`config.mk`:
```
export PLATFORM = sky130hd
export DESIGN_NAME = arb_rr_4
export DESIGN_NICKNAME = d
export VERILOG_FILES = /design/src/rtl/arb_rr_4.sv
export SDC_FILE = /design/constraint.sdc
export NUM_CORES = 1
export LEC_CHECK = 0
export ABC_AREA = 1
export CORE_MARGIN = 1.5
export CORE_UTILIZATION = 45
export DETAILED_ROUTE_END_ITERATION = 16
export PLACE_DENSITY = 0.81
export REMOVE_ABC_BUFFERS = 1
export SETUP_SLACK_MARGIN = 0.15
export SYNTH_ARGS = -nofsm -noshare
export SYNTH_HDL_FRONTEND = slang
export SYNTH_SLANG_ARGS = --single-unit
```
`constraint.sdc`:
```
create_clock -name clk -period 2.7 [get_ports clk]
set_input_delay 0.81 -clock clk [delete_from_list [all_inputs] [get_ports clk]]
set_output_delay 0.81 -clock clk [all_outputs]
set_load 0.1 [all_outputs]
```
`src/rtl/arb_rr_4.sv`:
```
// arb_rr_4: four-requester round-robin arbiter with grant hold and optional hold-limit preemption
//
// Ports:
//   clk      rising-edge clock
//   rst      synchronous active-high reset
//   req      request vector, req[i] = requester i wants the resource
//   gnt      registered one-hot grant
//   gnt_id   registered binary index of the owner, 0 when idle
//   gnt_v    high while any grant is active
//   preempt  one-cycle pulse when the owner lost the grant to the hold limit
//
// Build option: define ARB_TIMEOUT_EN to revoke a grant after HOLD_MAX
// consecutive cycles while other requesters wait; otherwise preempt stays 0.
module arb_rr_4 #(
    parameter int HOLD_MAX = 8,
    parameter int CNT_W    = 8
) (
    input  logic       clk,
    input  logic       rst,
    input  logic [3:0] req,
    output logic [3:0] gnt,
    output logic [1:0] gnt_id,
    output logic       gnt_v,
    output logic       preempt
);
    typedef enum logic {IDLE, BUSY} state_t;
    state_t           state_q, state_d;
    logic [3:0]       gnt_q, gnt_d, cand;
    logic [1:0]       id_q, id_d, ptr_q, ptr_d, win;
    logic [CNT_W-1:0] hold_q, hold_d;
    logic             pre_q, pre_d, found, to;
`ifdef ARB_TIMEOUT_EN
    assign to = state_q == BUSY && hold_q == CNT_W'(HOLD_MAX) && (req & ~gnt_q) != 4'b0000;
`else
    assign to = 1'b0;
`endif
    // a preempted owner sits out the arbitration that replaces it
    assign cand  = to ? req & ~gnt_q : req;
    assign found = |cand;
    // scan from the far end so the index closest to ptr wins last
    always_comb begin
        win = ptr_q;
        for (int k = 3; k >= 0; k--) begin
            if (cand[ptr_q + 2'(k)]) win = ptr_q + 2'(k);
        end
    end
    always_comb begin
        state_d = state_q;
        gnt_d   = gnt_q;
        id_d    = id_q;
        ptr_d   = ptr_q;
        hold_d  = hold_q;
        pre_d   = 1'b0;
        if (state_q == IDLE || !req[id_q] || to) begin
            if (found) begin
                state_d = BUSY;
                gnt_d   = 4'(1) << win;
                id_d    = win;
                ptr_d   = win + 2'd1;
                hold_d  = CNT_W'(1);
                pre_d   = to;
            end else begin
                state_d = IDLE;
                gnt_d   = 4'b0000;
                id_d    = 2'd0;
                hold_d  = '0;
            end
        end else begin
            hold_d = hold_q == CNT_W'(HOLD_MAX) ? hold_q : hold_q + CNT_W'(1);
        end
    end
    always_ff @(posedge clk) begin
        if (rst) begin
            state_q <= IDLE;
            gnt_q   <= 4'b0000;
            id_q    <= 2'd0;
            ptr_q   <= 2'd0;
            hold_q  <= '0;
            pre_q   <= 1'b0;
        end else begin
            state_q <= state_d;
            gnt_q   <= gnt_d;
            id_q    <= id_d;
            ptr_q   <= ptr_d;
            hold_q  <= hold_d;
            pre_q   <= pre_d;
        end
    end
    assign gnt     = gnt_q;
    assign gnt_id  = id_q;
    assign gnt_v   = |gnt_q;
    assign preempt = pre_q;
endmodule

```
==> results by group <==
Outcome
  • Status: complete, no violations

STA
  • Clock skew: 1.91 ps
  • Finish-stage setup viols: 0
  • TNS Setup: 0 ps
  • Tcrit/Tclk final: 0.806
  • Final Max Slew Viols: 0
  • Final Hold Fails: 0
  • Max Freq: 0.459 GHz
  • RSZ-0062 raised after global routing: no
  • Tmin final: 2180 ps

Synth
  • Post-synthesis sequential area ratio: 0.281
  • Number of synthesized flops with an enable pin: 0
  • Synth Area in Compound Gates: 0.0897
  • Distinct cells, synth: 19
  • Ranking of synthesized cells by area: nand2_1, dfxtp_1, a21oi_1, inv_1, nand3_1
  • Post-synthesis register bit count: 9
  • Syn_area_per_cell: 5.78 µm²
  • Post-Synth Adder-Cell Area: 0
  • Synthesized area: 642 µm²
  • Post-synth ARST share: 0
  • Ys Warns: 0
  • Post-synth top area share: 0.292
  • Main combinational cell family by area after synthesis: simple AND/OR/NAND/NOR gates
  • Post-synthesis mux area share: 0
  • XOR/XNOR share of the synthesized area: 0
  • Synth Instances: 111
  • Fraction of the mapped netlist area in simple logic gates: 0.493
  • Yosys top cell by area: nand2_1
  • Primary FF master, synth: dfxtp_1

Global routing
  • First-pass GRT wire length: 2250 µm
  • Number of global-route vias before repair: 565
  • Initial antenna violation count: 0
  • Largest net degree at the start of global routing: 11
  • Total GRT Usage: 0.199
  • GR Overflow Total: 0

CTS
  • Resized cells post-CTS: 0
  • Clk pin slew, worst setup/hold paths: 60 ps
  • Post-CTS Hold Fix Bufs: 0
  • Skew-Pair Late Insertion Delay: 260 ps
  • Clock sinks: 9
  • CTS tree: yes
  • Clock Tree Buf Depth: 2
  • # Post-CTS Setup Buffers: 0
  • Root Buffer: clkbuf_4
  • CTS H-tree depth: 1
  • CTS buffer count: 3

Worst setup path
  • CP Launch Type: register
  • Delay-heaviest family, CP: simple AND/OR/NAND/NOR gates
  • Crit-path cells: or4_1, buf_4
  • Crit path arrival time: 1370 ps
  • Crit path buffers/inverters: 1
  • CP endpoint kind: output pin
  • Slowest cell on crit path: or4_1
  • Critical Setup Path Class: register to output pin
  • Worst-path maximum fanout: 3
  • Max incr delay on CP: 530 ps
  • Data required time of the critical path: 1890 ps

Routing
  • DRT Wirelength: 1340 µm
  • TritonRoute pass-1 iters: 4
  • Met3 WL: 35 µm
  • DRT antenna net count: 0
  • Max Used Layer: met4
  • Initial DRC count: 12
  • DRC Markers: 0
  • DRT met1 WL: 680 µm
  • Vias per inst: 4.88
  • Routed WL per cell: 9.63 µm
  • Vias: 679
  • Metal2 WL: 611 µm

Floorplanning
  • Chip Height: 40.8 µm
  • Initial Utilization: 0.487
  • Die W: 40.8 µm
  • Row count: 13
  • Core area: 0.00132 mm²
  • Die area: 0.00166 mm²
  • Num ports: 14

Cells and area
  • Most frequent cells in the layout: nand2_1, inv_1, a21oi_1, dfxtp_1, nand3_1
  • Nets: 131
  • Commonest non-fill, non-tap cell in the layout: nand2_1
  • Layout cell share with drive strength beyond 1: 0.161
  • Ant diodes: 0
  • Synth-to-layout area growth: 19.5%

Run
  • Max_cap viols: 0

Placed design
  • DP HPWL: 1050 µm
  • I/O Buffers: 12
  • Gpl congestion: 0.806

Worst hold path
  • Hold Path Class: register to register
[metrics by stage]
stage                     cell area, µm²  cells  hold WS [ps]  utilization  setup WS, ps
after CTS                            767    139           487        0.582           526
after detailed placement             741    135           478        0.562           334
after global placement               741    135           469        0.562           377
after global routing                 767    139           511        0.582           447
after floorplan                      619    108           574            -           113
final                                767    139           490        0.582           523
[area by class of cell]
class	count	area [µm²]
fillers	136	551
multi-input cells	84	378
flip-flops and latches	9	180
repair buffers	12	103
inverters	15	61.3
clock buffers	4	26.3
well taps	15	18.8
[tightest hold or removal path, cell delays in order, from the launching register on]
cell and delay, ps:
dfxtp_1 320, nand2_1 60, a21oi_1 60
[sequential cells by signal, summed over array words and instances, names as in the netlist]
| register | cells |
|---|---|
| gnt_id | 2 |
| gnt | 4 |
| ptr_q | 2 |
| state_q | 1 |
[cells in the mapped netlist, types with 2 or more instances]
master   count
inv_2        2
nand2_1     50
nand3_2      2
nand3_1      8
dfxtp_1      9
a21oi_1      9
nand2_2      4
nor2_1       5
inv_1       12
[layer usage]
metal / vias to the layer above / track usage
met5: - / 0
met4: 0 / 0.0750
met3: 2 / 0.0326
met2: 10 / 0.317
met1: 297 / 0.266
li1: 370 / -
[kinds of logic after synthesis]
| family | count (synthesis) |
|---|---|
| buffers and inverters | 18 |
| and+or+nand+nor | 72 |
| other | 1 |
| DFF | 9 |
| AOI/OAI and AO/OA | 11 |
[worst paths after layout]
kind	start	to	slack, ps	cells past startpoint
hold reg to reg	gnt[0]	gnt[0]	490	2
setup reg to reg	ptr_q[0]	ptr_q[1]	1020	13
setup / recovery	gnt[3]	gnt_v	520	2
hold / removal	gnt[0]	gnt[0]	490	2
Power is left out: the tool's default activity adds up to more than one toggle a clock period on the data nets, which glitch-free logic cannot reach.
